--- config.mk ---
export PLATFORM = sky130hd
export DESIGN_NAME = mc_control_fsm
export DESIGN_NICKNAME = d
export VERILOG_FILES = /design/src/rtl/mc_control_fsm.sv
export SDC_FILE = /design/constraint.sdc
export NUM_CORES = 1
export LEC_CHECK = 0
export BUFFER_PORTS_ARGS = -buffer_cell sky130_fd_sc_hd__clkbuf_2
export CAP_MARGIN = 20
export CORE_ASPECT_RATIO = 0.6
export CORE_MARGIN = 2
export CORE_UTILIZATION = 41
export CTS_BUF_LIST = sky130_fd_sc_hd__clkbuf_4 sky130_fd_sc_hd__clkbuf_8
export CTS_CLUSTER_DIAMETER = 200
export DETAILED_ROUTE_END_ITERATION = 8
export PLACE_DENSITY_LB_ADDON = 0.2
export SYNTH_ARGS = -nofsm -noshare
export SYNTH_HDL_FRONTEND = slang
export SYNTH_SLANG_ARGS = --single-unit
--- constraint.sdc ---
create_clock -name clk -period 3 [get_ports clk]
set_clock_uncertainty 0.2 [all_clocks]
set_input_delay 0 -clock clk [delete_from_list [all_inputs] [get_ports clk]]
set_output_delay 0 -clock clk [all_outputs]
set_load 0.02 [all_outputs]
--- src/rtl/mc_control_fsm.sv ---
// rtl/mc_control_fsm.sv - multi-cycle MIPS control unit with memory-ready stalls and retire counter
// Optional macro JUMP_EN: decodes J (opcode 000010) into a dedicated JUMP state.
module mc_control_fsm #(
  parameter int ALUC_W = 3,
  parameter int CNT_W  = 32
) (
  input  logic              clk,
  input  logic              rst_n,
  input  logic [5:0]        opcode,
  input  logic [5:0]        func,
  input  logic              zero,
  input  logic              mem_ready,
  output logic              pc_write,
  output logic              pc_write_cond,
  output logic              iord,
  output logic              mem_read,
  output logic              mem_write,
  output logic              ir_write,
  output logic              reg_dest,
  output logic              mem_to_reg,
  output logic              reg_write,
  output logic              alu_src_a,
  output logic [1:0]        alu_src_b,
  output logic              imm_zext,
  output logic [1:0]        pc_source,
  output logic [ALUC_W-1:0] aluc,
  output logic              illegal_op,
  output logic [CNT_W-1:0]  retired,
  output logic [3:0]        state_o
);

  typedef enum logic [3:0] {
    S_FETCH  = 4'd0,
    S_DECODE = 4'd1,
    S_MEMADR = 4'd2,
    S_MEMRD  = 4'd3,
    S_MEMWB  = 4'd4,
    S_MEMWR  = 4'd5,
    S_EXEC   = 4'd6,
    S_ALUWB  = 4'd7,
    S_BRANCH = 4'd8,
    S_IMMEX  = 4'd9,
    S_IMMWB  = 4'd10,
    S_JUMP   = 4'd11
  } state_t;

  localparam logic [5:0] OP_RTYPE = 6'b000000;
  localparam logic [5:0] OP_J     = 6'b000010;
  localparam logic [5:0] OP_BEQ   = 6'b000100;
  localparam logic [5:0] OP_ADDI  = 6'b001000;
  localparam logic [5:0] OP_ANDI  = 6'b001100;
  localparam logic [5:0] OP_ORI   = 6'b001101;
  localparam logic [5:0] OP_LH    = 6'b100001;
  localparam logic [5:0] OP_LW    = 6'b100011;
  localparam logic [5:0] OP_SW    = 6'b101011;

  localparam logic [2:0] ALU_ADD = 3'b000;
  localparam logic [2:0] ALU_SUB = 3'b001;
  localparam logic [2:0] ALU_AND = 3'b010;
  localparam logic [2:0] ALU_OR  = 3'b011;
  localparam logic [2:0] ALU_SLL = 3'b100;
  localparam logic [2:0] ALU_SRL = 3'b101;
  localparam logic [2:0] ALU_SLT = 3'b110;

  state_t           state;
  state_t           state_nx;
  state_t           dec_nx;
  logic             dec_illegal;
  logic             func_ok;
  logic [2:0]       func_alu;
  logic [5:0]       op_q;
  logic [5:0]       func_q;
  logic [CNT_W-1:0] cnt;
  logic             retire;

  // The zero flag only qualifies pc_write_cond inside the datapath.
  logic unused_zero;
  assign unused_zero = zero;

  function automatic logic [2:0] rtype_alu(input logic [5:0] f);
    case (f)
      6'b100000: rtype_alu = ALU_ADD;
      6'b100010: rtype_alu = ALU_SUB;
      6'b000000: rtype_alu = ALU_SLL;
      6'b000010: rtype_alu = ALU_SRL;
      6'b100100: rtype_alu = ALU_AND;
      6'b100101: rtype_alu = ALU_OR;
      6'b101010: rtype_alu = ALU_SLT;
      default:   rtype_alu = ALU_ADD;
    endcase
  endfunction

  always_comb begin
    func_ok = 1'b0;
    case (func)
      6'b100000, 6'b100010, 6'b000000, 6'b000010,
      6'b100100, 6'b100101, 6'b101010: func_ok = 1'b1;
      default:                         func_ok = 1'b0;
    endcase
  end

  assign func_alu = rtype_alu(func_q);

  // DECODE dispatch works on the live IR fields; later states use the latched copy.
  always_comb begin
    dec_nx      = S_FETCH;
    dec_illegal = 1'b0;
    case (opcode)
      OP_RTYPE: begin
        if (func_ok) dec_nx = S_EXEC;
        else         dec_illegal = 1'b1;
      end
      OP_LW, OP_SW, OP_LH:       dec_nx = S_MEMADR;
      OP_BEQ:                    dec_nx = S_BRANCH;
      OP_ADDI, OP_ANDI, OP_ORI:  dec_nx = S_IMMEX;
`ifdef JUMP_EN
      OP_J:                      dec_nx = S_JUMP;
`endif
      default:                   dec_illegal = 1'b1;
    endcase
  end

  always_comb begin
    state_nx = S_FETCH;
    case (state)
      S_FETCH:  state_nx = mem_ready ? S_DECODE : S_FETCH;
      S_DECODE: state_nx = dec_nx;
      S_MEMADR: state_nx = (op_q == OP_SW) ? S_MEMWR : S_MEMRD;
      S_MEMRD:  state_nx = mem_ready ? S_MEMWB : S_MEMRD;
      S_MEMWB:  state_nx = S_FETCH;
      S_MEMWR:  state_nx = mem_ready ? S_FETCH : S_MEMWR;
      S_EXEC:   state_nx = S_ALUWB;
      S_ALUWB:  state_nx = S_FETCH;
      S_BRANCH: state_nx = S_FETCH;
      S_IMMEX:  state_nx = S_IMMWB;
      S_IMMWB:  state_nx = S_FETCH;
      S_JUMP:   state_nx = S_FETCH;
      default:  state_nx = S_FETCH;
    endcase
  end

  always_comb begin
    retire = 1'b0;
    case (state)
      S_ALUWB, S_MEMWB, S_BRANCH, S_IMMWB, S_JUMP: retire = 1'b1;
      S_MEMWR:                                     retire = mem_ready;
      default:                                     retire = 1'b0;
    endcase
  end

  always_ff @(posedge clk or negedge rst_n) begin
    if (!rst_n) begin
      state  <= S_FETCH;
      op_q   <= 6'd0;
      func_q <= 6'd0;
      cnt    <= '0;
    end else begin
      state <= state_nx;
      if (state == S_DECODE) begin
        op_q   <= opcode;
        func_q <= func;
      end
      if (retire) cnt <= cnt + 1'b1;
    end
  end

  logic       c_pc_write, c_pc_write_cond, c_iord, c_mem_read, c_mem_write;
  logic       c_ir_write, c_reg_dest, c_mem_to_reg, c_reg_write, c_alu_src_a;
  logic [1:0] c_alu_src_b, c_pc_source;
  logic       c_imm_zext, c_illegal;
  logic [2:0] c_aluc;

  always_comb begin
    c_pc_write      = 1'b0;
    c_pc_write_cond = 1'b0;
    c_iord          = 1'b0;
    c_mem_read      = 1'b0;
    c_mem_write     = 1'b0;
    c_ir_write      = 1'b0;
    c_reg_dest      = 1'b0;
    c_mem_to_reg    = 1'b0;
    c_reg_write     = 1'b0;
    c_alu_src_a     = 1'b0;
    c_alu_src_b     = 2'b00;
    c_imm_zext      = 1'b0;
    c_pc_source     = 2'b00;
    c_aluc          = ALU_ADD;
    c_illegal       = 1'b0;
    case (state)
      S_FETCH: begin
        c_mem_read  = 1'b1;
        c_alu_src_b = 2'b01;
        c_ir_write  = mem_ready;
        c_pc_write  = mem_ready;
      end
      S_DECODE: begin
        c_alu_src_b = 2'b11;
        c_illegal   = dec_illegal;
      end
      S_MEMADR: begin
        c_alu_src_a = 1'b1;
        c_alu_src_b = 2'b10;
      end
      S_MEMRD: begin
        c_mem_read = 1'b1;
        c_iord     = 1'b1;
      end
      S_MEMWB: begin
        c_mem_to_reg = 1'b1;
        c_reg_write  = 1'b1;
      end
      S_MEMWR: begin
        c_mem_write = 1'b1;
        c_iord      = 1'b1;
      end
      S_EXEC: begin
        c_alu_src_a = 1'b1;
        c_aluc      = func_alu;
      end
      S_ALUWB: begin
        c_reg_dest  = 1'b1;
        c_reg_write = 1'b1;
      end
      S_BRANCH: begin
        c_alu_src_a     = 1'b1;
        c_aluc          = ALU_SUB;
        c_pc_write_cond = 1'b1;
        c_pc_source     = 2'b01;
      end
      S_IMMEX: begin
        c_alu_src_a = 1'b1;
        c_alu_src_b = 2'b10;
        if (op_q == OP_ANDI) begin
          c_aluc     = ALU_AND;
          c_imm_zext = 1'b1;
        end else if (op_q == OP_ORI) begin
          c_aluc     = ALU_OR;
          c_imm_zext = 1'b1;
        end
      end
      S_IMMWB: c_reg_write = 1'b1;
      S_JUMP: begin
        c_pc_write  = 1'b1;
        c_pc_source = 2'b10;
      end
      default: ;
    endcase
  end

  // Reset gates every control line so nothing reaches the datapath while rst_n is low.
  assign pc_write      = rst_n & c_pc_write;
  assign pc_write_cond = rst_n & c_pc_write_cond;
  assign iord          = rst_n & c_iord;
  assign mem_read      = rst_n & c_mem_read;
  assign mem_write     = rst_n & c_mem_write;
  assign ir_write      = rst_n & c_ir_write;
  assign reg_dest      = rst_n & c_reg_dest;
  assign mem_to_reg    = rst_n & c_mem_to_reg;
  assign reg_write     = rst_n & c_reg_write;
  assign alu_src_a     = rst_n & c_alu_src_a;
  assign alu_src_b     = rst_n ? c_alu_src_b : 2'b00;
  assign imm_zext      = rst_n & c_imm_zext;
  assign pc_source     = rst_n ? c_pc_source : 2'b00;
  assign aluc          = rst_n ? ALUC_W'(c_aluc) : '0;
  assign illegal_op    = rst_n & c_illegal;
  assign retired       = cnt;
  assign state_o       = state;

endmodule
; Yosys cells after proc, flatten, opt, wreduce, memory -nomap -nowiden
; Cells that the tools add are included.
[op_classes]
n_addsub = 1
eq_ne = 32
n_reduce_logical = 14
n_mux = 34
bitwise_logic = 12
[ops]
columns = operator, n
row1 = equality test 6 bit (second input constant), 13
row2 = adder 32 x 1 -> 32 bit (second input constant), 1
row3 = equality test 6 x 4 -> 1 bit (second input constant), 5
row4 = one-hot mux 4 bit (7 select lines), 1
row5 = zero test 6 bit, 3
row6 = one-hot mux 3 bit (6 select lines), 1
row7 = equality test 4 x 3 -> 1 bit (second input constant), 4
row8 = equality test 4 bit (second input constant), 4
row9 = two-way mux 1 bit, 16
row10 = one-hot mux 4 bit (4 select lines), 1
row11 = two-way mux 3 bit, 5
row12 = OR reduction 7 bit, 2
row13 = AND 1 bit, 12
row14 = equality test 6 x 2 -> 1 bit (second input constant), 2
row15 = one-hot mux 3 bit (3 select lines), 1
row16 = OR reduction 3 bit, 3
row17 = equality test 4 x 2 -> 1 bit (second input constant), 2
row18 = two-way mux 2 bit, 4
row19 = equality test 6 x 3 -> 1 bit (second input constant), 1
row20 = one-hot mux 1 bit (2 select lines), 3
row21 = one-hot mux 2 bit (3 select lines), 1
row22 = OR reduction 2 bit, 3
row23 = OR reduction 5 bit, 1
row24 = equality test 4 x 1 -> 1 bit (second input constant), 1
row25 = other kinds (3), 3
[totals]
wordCells = 97
regBits = 48
output_inout_bits = 55
inputBits = 16

; Depth between registers and ports, before layout
[depth]
ltp_word = 7
mapped_depth = 6
depth_no_buf = 6

; Least setup slack after synthesis
; Ideal clock, no wire load.
[synth_path]
kind = register -> register
from = register state[1], in the netlist state_o[1]
to = register func_q[2]
required_ns = 2.675
n_path_buf = 2
setup_slack_ns = 1.012
t_arrival_ns = 1.663
synth_period_minus_slack_ns = 1.988
stages_incl_launch_ff = 6
setup_time_ns = 0.125
cell_sequence = dfrtp_1 buf_2 nand2b_1 nor3_2 buf_2 mux2_2
[synth_via]
elab_chain_len = 1
[synth_lines]
columns = item, line
row1 = from (decl), 65  ; state_t state;
row2 = from (signal assigned), 158  ; state <= state_nx;
row3 = equality test 4 x 1 -> 1 bit, 159  ; if (state == S_DECODE) begin
row4 = to (signal assigned), 161  ; func_q <= func;
row5 = to (decl), 72  ; logic [5:0] func_q;
; No other way between the ends.
; A chain may end at the register's enable or synchronous reset.

; Final worst setup path
[layout_path]
from = register state[0], in the netlist state_o[0]
to = output aluc[0]
[layout_via]
elab_chain_len = 3
word_cells_on_any_way = 5
classes_between = eq/ne (3) / mux (2)
[layout_lines]
columns = item, line
row1 = equality test 4 bit or equality test 4 x 3 -> 1 bit (tied branches), 189  ; case (state)
row2 = one-hot mux 3 bit (3 select lines) *, 189
row3 = two-way mux 3 bit *, 264  ; assign aluc = rst_n ? ALUC_W'(c_aluc) : '0;
row4 = to (decl), 26  ; output logic [ALUC_W-1:0] aluc,
; Every way passes the cells marked *; elsewhere a longest branch is shown, timed or not.

==> results by group <==
Run status
  – Status: completed

Critical path
  – Worst path max stage delay: 660 ps
  – CP Launch Type: flop
  – Beginning of the critical path: state_o[0]
  – WP data arrival: 2150 ps
  – CP most frequent cell: nor2_1
  – Kind of critical path: flop to output pin
  – Endpoint type of the worst setup path: output pin
  – FF-to-FF Start: state_o[0]
  – CP Cell Sequence: nor2b_2 -> nand4b_1 -> nor2_1 -> a2bb2oi_1 -> nor2_1 -> clkbuf_2
  – Delay-heaviest family, CP: simple AND/OR/NAND/NOR gates
  – CP Max Fanout: 17
  – Critical Path RT: 2800 ps
  – Worst path slowest cell: dfrtp_1
  – CP Buf/Inv Count: 1

CTS
  – CTS sink cnt: 48
  – Clk pin slew, worst setup/hold paths: 90 ps
  – Total CTS buffers: 5
  – Clock Tree Buf Depth: 2
  – Root buffer cell: clkbuf_8
  – Depth of the CTS H-tree: 2
  – CTS tree: done
  – Worst skew pair latency: 300 ps
  – Cts repair resizes: 0

Synthesis
  – Yosys cell types: 50
  – Synthesized flop and latch total: 48
  – Number of flops mapped to enable cells by yosys: 0
  – Cells after synthesis: 271
  – Post-synth top area share: 44.7%
  – Yosys warnings: 0
  – Syn Std Cell Area: 0.00269 sq mm
  – Avg Cell Area, Syn: 9.92 sq um
  – Post-synth top flop: dfrtp_1
  – Ys async rst share: 100%
  – Register area share after synthesis: 44.7%
  – Top post-synthesis cells by area: dfrtp_1, xor2_1, mux2_2
  – Syn Nets: 288
  – Largest area contributor in the netlist: dfrtp_1

Global routing
  – Grt total ovfl: 0
  – Vias in the first global route: 2182
  – Largest net degree at the start of global routing: 43
  – Initial antenna violation count: 0
  – First-pass GRT wire length: 11.1 mm
  – Gr usage total: 20.1%

Placed design
  – Detailed placement HPWL: 5.03 mm
  – Dpl cells: 419
  – Area post-placement: 0.00313 sq mm
  – Gpl congestion: 0.868
  – Port Buf Inserts: 69

Layout
  – Nets@finish: 374
  – Layout Area Growth over Synthesis: 26.6%
  – Design area: 0.00340 sq mm
  – Fillers: 572
  – # diodes: 0
  – Final non-filler cell total: 442
  – Layout cells sized above 1: 31.3%

Routing
  – Via/cell ratio: 5.26
  – WL/cell: 15.4 um
  – DRT Wirelength: 6.83 mm
  – Iteration-0 DRC Markers: 241
  – Routed vias: 2323
  – Number of remaining DRC errors: 0
  – DRT Pass-1 Iters: 4
  – Routed Antenna Nets: 0

Run
  – Max-Cap Viols: 0

STA
  – Worst relative slew slack: 61.1%
  – Finish-stage setup viols: 0
  – Worst-margin pin slew: 584 ps
  – Hold Fails Final Rpt: 0
  – Setup TNS: 0 ps
  – Tmin final: 2350 ps
  – Max-slew violation count: 0
  – Crit share post-route: 78.2%
  – RSZ-0062 raised after global routing: false
  – Max Freq: 426 MHz

Power
  – PwrDens: 643 mW/mm^2
  – P_leak: 1.66 nW
  – Peak supply drop: 0.360 mV
  – Final Power: 2.19 mW

Die
  – Die area: 0.00724 sq mm
  – Overall die height: 66.7 um
  – Core Region: 0.00622 sq mm
  – Num rows: 22
  – Die Wd: 109 um
  – Top-Level Pins: 71
  – Initial core utilization: 43.2%

Min path
  – Tightest Hold Check Type: primary input to async pin
[worst paths after layout]
check / cells after the start / slack (ps) / endpoint
max: 6 / 650 / aluc[0]
max in group asynchronous: 3 / 1610 / retired[25]
min: 3 / 240 / op_q[4]
min reg2reg: 1 / 290 / retired[31]
max reg2reg: 5 / 700 / retired[7]
min in group clk: 1 / 290 / retired[31]
[stage by stage]
stage	setup slack (ps)	utilization, %	hold WS (ps)
2_1_floorplan	1010	-	-496
3_3_place_gp	781	50.3	-260
3_5_place_dp	732	50.3	-255
4_1_cts	662	54.7	272
5_1_grt	487	54.7	306
6_report	653	54.7	244
[Yosys cell counts, types with 2 or more instances]
cell / instances
dfrtp_1: 48
nand2_1: 25
nor2_1: 25
xor2_1: 23
nor3_1: 15
mux2_2: 13
nand3_1: 13
and3_1: 9
o21ai_0: 9
xnor2_1: 9
inv_1: 8
nand2b_1: 7
a21oi_1: 5
nor2b_1: 4
nor3_2: 4
nor3b_1: 4
nor4_2: 4
and4_1: 3
clkbuf_1: 3
nand3_2: 3
nand4_1: 3
a31oi_1: 2
buf_1: 2
buf_2: 2
o211a_1: 2
o21a_1: 2
[tightest hold or removal path: stages]
cell and delay, ps:
dlygate4sd3_1 520, clkbuf_2 210, buf_4 480
[state kept, by name (all words and copies together), names as in the netlist]
name     cells
retired     32
func_q       6
op_q         6
state_o      4
[kinds of logic (layout without fill, tap and decap cells)]
family,after synthesis,after routing,share of synthesized area (%)
and+or+nand+nor,129,129,28.2
DFF,48,48,44.7
xor gates and xnor gates,32,32,10.4
AOI/OAI and AO/OA,30,30,7.72
buffers and inverters,17,104,2.65
muxes,14,14,5.82
adders and majority gates,1,1,0.465
[timing repair]
item,4_1_cts,5_1_grt
setup buffers,0,0
endpoints found under the hold margin,64,0
hold buffers,15,0
[placed cells by master, fill, tap and decap left out, types with 3 or more instances in the layout]
cell type	n
dfrtp_1	48
nand2_1	25
clkbuf_8	7
nor2_1	25
inv_1	8
nand4_1	3
nor3_2	4
nand3_1	13
nand3_2	3
mux2_2	13
buf_4	4
and4_1	3
xnor2_1	9
and3_1	9
dlygate4sd3_1	15
clkbuf_2	69
o21ai_0	9
a21oi_1	5
nor2b_1	4
nor3_1	15
nor4_2	4
nor3b_1	4
nand2b_1	7
xor2_1	23
[metal layers]
metal  global-route usage (%)  part of all wire, %  vias to the layer above  wire (um)
met2                     27.0                   39                       79       2660
li1                         -                    -                     1127          -
met3                     5.38                  7.4                        4        507
met4                     2.88                 0.44                        0         30
met1                     31.9                   53                     1113       3620
met5                        0                    0                        -          0
[final cells by class]
class                      instances  area, sq um  share of cell area [%]
timing repair buffer              88          526                    15.4
multi-input combinational        206         1420                    41.6
sequential                        48         1200                    35.3
clock buffer                       7         96.3                    2.83
tap                               84          105                    3.09
clock inverter                     1         30.0                   0.882
inverter                           8         30.0                   0.882
[where the power goes]
group	total (mW)	switching, mW	internal (mW)	leakage (nW)
Sequential	0.957	0.182	0.775	0.614
Combinational	0.715	0.395	0.320	0.982
Clock	0.517	0.223	0.294	0.0645
No activity file was read; power rests on OpenSTA's default activity.
